--- src/rtl/auth_request_arbiter.sv ---
// -----------------------------------------------------------------------------
// auth_request_arbiter
//
// Shares one authentication driver between the PD and DEBUG requester
// channels. A channel requests service by holding a nonzero code in its
// pending register. The arbiter grants one channel at a time. When both
// channels request in the same cycle, the one not served last wins.
//
// Each transaction runs as follows:
//   IDLE    -> pick a channel, latch its code and its channel number
//   WAIT    -> drv_start pulses in the first cycle; the arbiter then waits for
//              drv_done, or aborts after TIMEOUT_CYCLES WAIT cycles
//   RELEASE -> a one-cycle erase pulse goes back to the served channel
//
// After RELEASE the served channel is masked for one IDLE cycle. This lets a
// requester whose pending register clears one cycle late avoid being granted
// again.
//
// Ports
//   clk                              system clock, rising edge
//   reset                            synchronous, active-low reset
//   pending_auth_request_PD    [7:0] PD request code (nonzero = pending)
//   pending_auth_request_DEBUG [7:0] DEBUG request code (nonzero = pending)
//   drv_done                         driver finished (one-cycle pulse)
//   pending_auth_request_PD_erase    clears the PD pending register
//   pending_auth_request_DEBUG_erase clears the DEBUG pending register
//   drv_start                        starts the driver (one-cycle pulse)
//   drv_req_code               [7:0] latched code of the granted channel
//   drv_channel                      granted channel: 0 = PD, 1 = DEBUG
//   grant_PD / grant_DEBUG           channel currently owns the driver
//   busy                             state is not IDLE
//   timeout_err                      one-cycle pulse on a timed-out transaction
//   timeout_count              [7:0] saturating count of timeouts
//
// TIMEOUT_CYCLES must be in the range 2..65535. CNT_W must be wide enough to
// hold TIMEOUT_CYCLES-1.
// -----------------------------------------------------------------------------
module auth_request_arbiter #(
    parameter int TIMEOUT_CYCLES = 1000,
    parameter int CNT_W          = 16
) (
    input  logic       clk,
    input  logic       reset,
    input  logic [7:0] pending_auth_request_PD,
    input  logic [7:0] pending_auth_request_DEBUG,
    input  logic       drv_done,
    output logic       pending_auth_request_PD_erase,
    output logic       pending_auth_request_DEBUG_erase,
    output logic       drv_start,
    output logic [7:0] drv_req_code,
    output logic       drv_channel,
    output logic       grant_PD,
    output logic       grant_DEBUG,
    output logic       busy,
    output logic       timeout_err,
    output logic [7:0] timeout_count
);

    typedef enum logic [1:0] {
        IDLE    = 2'd0,
        WAIT    = 2'd1,
        RELEASE = 2'd2
    } state_t;

    localparam logic [CNT_W-1:0] CNT_LAST = CNT_W'(TIMEOUT_CYCLES - 1);

    state_t           state_reg, state_next;
    logic [CNT_W-1:0] cnt_reg, cnt_next;
    logic [7:0]       code_reg, code_next;
    logic             chan_reg, chan_next;
    logic             last_reg, last_next;
    logic [1:0]       mask_reg, mask_next;
    logic             timeout_err_reg, timeout_err_next;
    logic [7:0]       tcount_reg, tcount_next;

    // Per-channel view: index 0 = PD, index 1 = DEBUG.
    logic [7:0] pend [2];
    logic [1:0] elig;
    logic [1:0] grant_vec;
    logic [1:0] erase_vec;
    logic       pick_debug;

    assign pend[0] = pending_auth_request_PD;
    assign pend[1] = pending_auth_request_DEBUG;

    generate
        for (genvar gi = 0; gi < 2; gi++) begin : g_chan
            assign elig[gi]      = (|pend[gi]) && !mask_reg[gi];
            assign grant_vec[gi] = (state_reg != IDLE) && (chan_reg == 1'(gi));
            assign erase_vec[gi] = (state_reg == RELEASE) && (chan_reg == 1'(gi));
        end
    endgenerate

    // DEBUG wins if it is the only eligible channel, or if both channels are
    // eligible and PD was served last.
    assign pick_debug = elig[1] && (!elig[0] || (last_reg == 1'b0));

    always_ff @(posedge clk) begin
        if (!reset) begin
            state_reg       <= IDLE;
            cnt_reg         <= '0;
            code_reg        <= '0;
            chan_reg        <= 1'b0;
            last_reg        <= 1'b1;      // DEBUG, so PD wins the first tie
            mask_reg        <= '0;
            timeout_err_reg <= 1'b0;
            tcount_reg      <= '0;
        end else begin
            state_reg       <= state_next;
            cnt_reg         <= cnt_next;
            code_reg        <= code_next;
            chan_reg        <= chan_next;
            last_reg        <= last_next;
            mask_reg        <= mask_next;
            timeout_err_reg <= timeout_err_next;
            tcount_reg      <= tcount_next;
        end
    end

    always_comb begin
        state_next       = state_reg;
        cnt_next         = cnt_reg;
        code_next        = code_reg;
        chan_next        = chan_reg;
        last_next        = last_reg;
        mask_next        = mask_reg;
        timeout_err_next = 1'b0;
        tcount_next      = tcount_reg;

        case (state_reg)
            IDLE: begin
                // The mask only lasts for the first IDLE cycle after RELEASE.
                mask_next = '0;
                if (|elig) begin
                    state_next = WAIT;
                    chan_next  = pick_debug;
                    code_next  = pick_debug ? pend[1] : pend[0];
                    cnt_next   = '0;
                end
            end
            WAIT: begin
                cnt_next = cnt_reg + CNT_W'(1);
                // cnt_reg == 0 marks the drv_start cycle. A done in that cycle
                // cannot belong to this transaction. Done has priority over the
                // timeout when both happen in the same cycle.
                if (drv_done && (cnt_reg != '0)) begin
                    state_next = RELEASE;
                end else if (cnt_reg == CNT_LAST) begin
                    state_next       = RELEASE;
                    timeout_err_next = 1'b1;
                    if (tcount_reg != 8'hFF) begin
                        tcount_next = tcount_reg + 8'd1;
                    end
                end
            end
            RELEASE: begin
                state_next          = IDLE;
                last_next           = chan_reg;
                mask_next           = '0;
                mask_next[chan_reg] = 1'b1;
            end
            default: begin
                state_next = IDLE;
            end
        endcase
    end

    // Every output is decoded from registered state, so none of them depend
    // combinationally on the inputs.
    assign drv_start                        = (state_reg == WAIT) && (cnt_reg == '0);
    assign drv_req_code                     = code_reg;
    assign drv_channel                      = chan_reg;
    assign grant_PD                         = grant_vec[0];
    assign grant_DEBUG                      = grant_vec[1];
    assign pending_auth_request_PD_erase    = erase_vec[0];
    assign pending_auth_request_DEBUG_erase = erase_vec[1];
    assign busy                             = (state_reg != IDLE);
    assign timeout_err                      = timeout_err_reg;
    assign timeout_count                    = tcount_reg;

endmodule

--- config.mk ---
export PLATFORM = sky130hd
export DESIGN_NAME = auth_request_arbiter
export DESIGN_NICKNAME = d
export VERILOG_FILES = /design/src/rtl/auth_request_arbiter.sv
export SDC_FILE = /design/constraint.sdc
export NUM_CORES = 1
export LEC_CHECK = 0
export BUFFER_PORTS_ARGS = -buffer_cell sky130_fd_sc_hd__buf_2
export CORE_MARGIN = 3
export CORE_UTILIZATION = 40
export CTS_CLUSTER_DIAMETER = 100
export DETAILED_ROUTE_END_ITERATION = 10
export SYNTH_ARGS = -nofsm -noshare
export SYNTH_HDL_FRONTEND = slang
export SYNTH_SLANG_ARGS = --single-unit
--- constraint.sdc ---
create_clock -name clk -period 2.8 [get_ports clk]
set_input_delay 0.14 -clock clk [delete_from_list [all_inputs] [get_ports clk]]
set_output_delay 0.14 -clock clk [all_outputs]
set_load 0.005 [all_outputs]
Word-level counts from Yosys, hierarchy flattened
Cells that the tools add are included.
{ "classes": {"n_mux": 11, "order_cmp": 2, "n_bitwise": 5, "eq_ne": 6, "addsub": 2, "n_reduce_logical": 28} }
{ "ops": {"columns": ["cell", "count"], "rows": [
  ["one-hot mux 16 bit (2 select lines)", 1],
  ["adder 16 x 1 -> 16 bit, second input constant", 1],
  ["equality test 16 x 10 -> 1 bit, second input constant", 1],
  ["zero test 16 bit", 1],
  ["two-way mux 16 bit", 1],
  ["nonzero test 16 bit", 1],
  ["OR reduction 8 bit", 2],
  ["logical AND 1 bit", 10],
  ["adder 8 x 1 -> 8 bit, second input constant", 1],
  ["two-way mux 8 bit", 1],
  ["!= test 8 bit, second input constant", 1],
  ["one-hot mux 2 bit (2 select lines)", 2],
  ["two-way mux 2 bit", 3],
  ["AND reduction 2 bit", 3],
  ["nonzero test 2 bit", 3],
  ["NOT 1 bit", 5],
  ["AND reduction 4 bit", 1],
  ["zero test 1 bit", 3],
  ["!= test 3 bit, second input constant", 1],
  ["OR reduction 3 bit", 1],
  ["equality test 2 x 1 -> 1 bit, second input constant", 1],
  ["equality test 2 bit, second input constant", 1],
  ["zero test 2 bit", 1],
  ["< comparator 1 x 2 -> 1 bit, second input constant", 1],
  ["6 further kinds", 7]
]} }
{ "word_totals": {"in_bits": 19, "ff_bits": 39, "out_inout_bits": 24, "elab_cells": 62} }

Depth between registers and ports, before layout
{ "depth": {"word_depth": 6, "depth_mapped": 7, "depth_no_buf": 7} }

Worst setup path before layout
OpenSTA, ideal clock, no wires.
{ "synth_path": {"path_kind": "reg-to-reg", "startpoint": "register cnt_reg[10]", "endpoint": "register tcount_reg[0] (netlist: timeout_count[0])", "path_slack_ns": 0.772, "path_stages_with_launch": 6, "arrival_ns": 1.956, "required_ns": 2.728, "path_buffers": 1, "setup_ns": 0.072, "synth_period_minus_slack_ns": 2.028, "cell_sequence": "dfxtp_1 -> buf_6 -> or4_4 -> or4_4 -> a311oi_2 -> mux2i_1"} }
{ "synth_between": {"elab_chain_len": 4, "elab_cells_between_ends": 5, "cone_classes": "1 x eq/ne; 1 x bitwise; 3 x reduce/logical"} }
{ "synth_rtl": {"columns": ["item", "line", "rtl"], "rows": [
  ["start, declared", "68", "logic [CNT_W-1:0] cnt_reg, cnt_next;"],
  ["start signal, assigned", "110", "cnt_reg <= cnt_next;"],
  ["nonzero test 16 bit", "146", "if (drv_done && (cnt_reg != '0)) begin"],
  ["logical AND 1 bit", "146", null],
  ["NOT 1 bit (no line)", null, null],
  ["AND reduction 4 bit (no line) *", null, null],
  ["end signal, assigned", "116", "tcount_reg <= tcount_next;"],
  ["end, declared", "74", "logic [7:0] tcount_reg, tcount_next;"]
]} }
Mark *: on every way between the ends. The rest lies on a longest branch, timed or not.
A chain may end at the register's enable or synchronous reset.

Worst setup path in the final report
{ "layout_path": {"startpoint": "register cnt_reg[14]", "endpoint": "register tcount_reg[1] (netlist: timeout_count[1])"} }
The elaborated chain is that of the path after synthesis.

==> run metrics <==
Die Width 75.8 µm; Post-synth EDFFs 0; CTS resizes 0; Crit. End Element flip-flop; Die H approximately 76 µm; cts hold-fix bufs 0; slowest CP cell or4_1; Vias per Instance 5.51; Critical Path Max Stage Delay just over 600 ps; vias 1922; post-synthesis cell area 1950 µm²; Post-DP HPWL 3470 µm; CTS H-tree lvls 2; Synth area leaders dfxtp_1 (40%), o21ai_0 (5.1%), a21oi_1 (4.6%); met2 GRT Util 0.277; largest net degree at the start of global routing 29; worst hold path type in -> reg; layout cells sized above 1 0.211; Root Driver clkbuf_8; Syn-to-layout area delta 19.5%; # DRC 0; cell with the most instances after synthesis dfxtp_1; Cell variety after synth 40; drt pass-1 iters 4; I/O Pins 43; 1st-iter DRT viols 58; met1 usage 0.246; ys async rst share 0; Antenna diodes 0; Final period util 0.759; crit path cell chain or4_1 > or4_4 > a311oi_2 > mux2i_1; antenna-violating nets left 0; Avg Cell Area, Syn 8.06 µm²; RSZ-0062 raised after global routing false; MaxCap Viol Count 0; f_max 470 MHz; maximum vdd drop 302 µV; gr ovfl total 0; Worst Reg-to-Reg Cells 4; required time of the worst setup path ~3000 ps; gpl congestion 0.806; Core Rows 24; CP startpoint kind flip-flop; P_leak between 0.9 and 1 nW; max_slew headroom 0.622; met3 usage 0.0396; clock slew at reported path FFs 80 ps; Die ar. 5750 µm²; PwrDens 552 nW/µm²; Clock Path Buffers 2; busiest layer in global routing met2; Synth top area share 0.401; WL final 4800 µm; CTS tree built; depth of the worst hold-timing path 3; post-CTS setup buffers 0; Total GRT Usage 0.180; fin nets between 300 and 400; sequential fraction of the synthesis area 0.401; utilization after layout 0.514; clk sink count 39; synthesized flop and latch total 39; setup TNS 0 ps; main flop type after synthesis dfxtp_1; vias in the first global route 1708; CTS Buf Count 5; Hold Violations, Final 0; fin area 2330 µm²; max reg flops 16; Post-Syn Nets approximately 260; setup ws final 674 ps; worst reg2reg startpoint cnt_reg[14]; Max FO, Critical Path 5; Hold Slack 133 ps; Syn. warnings 0; CORE AREA 4530 µm²; worst clock skew 7.92 ps; Yosys top cell by area dfxtp_1; fin. max-slew vios 0; Starting Density 0.430; most frequent cells after synthesis dfxtp_1 (39), nor2_1 (24), nand2_1 (22); final setup violation count 0; Setup WS pre-CTS around 710 ps; antenna violations before repair 0; dpl cell area 2210 µm²; min Tclk post-route 2130 ps; hold path startpoint pending_auth_request_DEBUG[7]; FILL cells 457; post-synthesis instance total approximately 240; port bufs 42; Worst Tran Pin Value 567 ps; first-pass GRT wire length ~7900 µm; Worst Setup SP cnt_reg[14]; outcome completed; CP Class reg -> reg; clock latency on the worst-skew pair 290 ps; arrival time of the worst setup path 2350 ps; WL/cell 13.8 µm
==> cell usage in the layout, fill, tap and decap left out, types with 3 or more instances in the layout <==
cell type	instances
inv_1	7
nand2_1	22
and3_1	6
ha_1	3
or3_1	5
o21ai_0	20
nand4_1	5
clkbuf_8	5
o31ai_1	3
nor3_1	5
nor4_1	7
buf_4	3
o21a_1	6
nand3_1	13
nand2b_1	3
a21oi_1	18
nor2_1	24
buf_2	42
a31oi_1	10
dfxtp_1	39
a221oi_1	8
==> power by group <==
group	switching [W]	internal, W	total [W]
sequential	0.0000180	0.000581	0.000599
clock	0.000214	0.000268	0.000482
combinational	0.000126	0.0000785	0.000205
total	0.000358	0.000928	0.00129
==> path summary, 6_finish.rpt <==
check,endpoint,slack [ps]
setup / recovery,timeout_count[1],670
hold reg to reg,mask_reg[1],490
hold / removal,drv_req_code[7],130
setup reg to reg,timeout_count[1],670
==> area by class of cell <==
type | count | area, µm² | share of cell area
tap | 65 | 81.3 | 0.0349
inverter | 7 | 26.3 | 0.0113
multi-input combinational | 185 | 1090 | 0.469
sequential | 39 | 781 | 0.335
timing repair buffer | 45 | 233 | 0.0999
clock inverter | 3 | 46.3 | 0.0199
clock buffer | 5 | 68.8 | 0.0295
==> metal layers <==
| layer | vias to the layer above | routed length [µm] |
|---|---|---|
| li1 | 981 | - |
| met1 | 912 | 2380 |
| met2 | 22 | 2230 |
| met3 | 7 | 124 |
| met4 | 0 | 57 |
| met5 | - | 0 |
==> per-stage QoR <==
step           power [W]  cells
3_3_place_gp    0.000818    341
6_report         0.00129    349
4_1_cts          0.00130    349
5_1_grt          0.00136    349
2_1_floorplan   0.000733    242
3_5_place_dp    0.000818    341
==> critical path, delay by kind of cell (launching register included) <==
kind             cells  cell delay (ps)
AO/OA/AOI/OAI        1              300
flip-flops           1              340
multiplexers         1              230
AND/OR/NAND/NOR      2             1190
==> cells by family (layout without fill, tap and decap cells) <==
group                    Yosys count  after routing  synth area share
AO/OA/AOI/OAI                     74             74             0.241
AND/OR/NAND/NOR                  104            104             0.282
XOR/XNOR                           2              2           0.00899
buffers and inverters             18             60            0.0385
multiplexers                       2              2            0.0103
flip-flops                        39             39             0.401
adder cells (fa/ha/maj)            3              3            0.0193
Note: power is estimated with default switching activity, not from simulation.
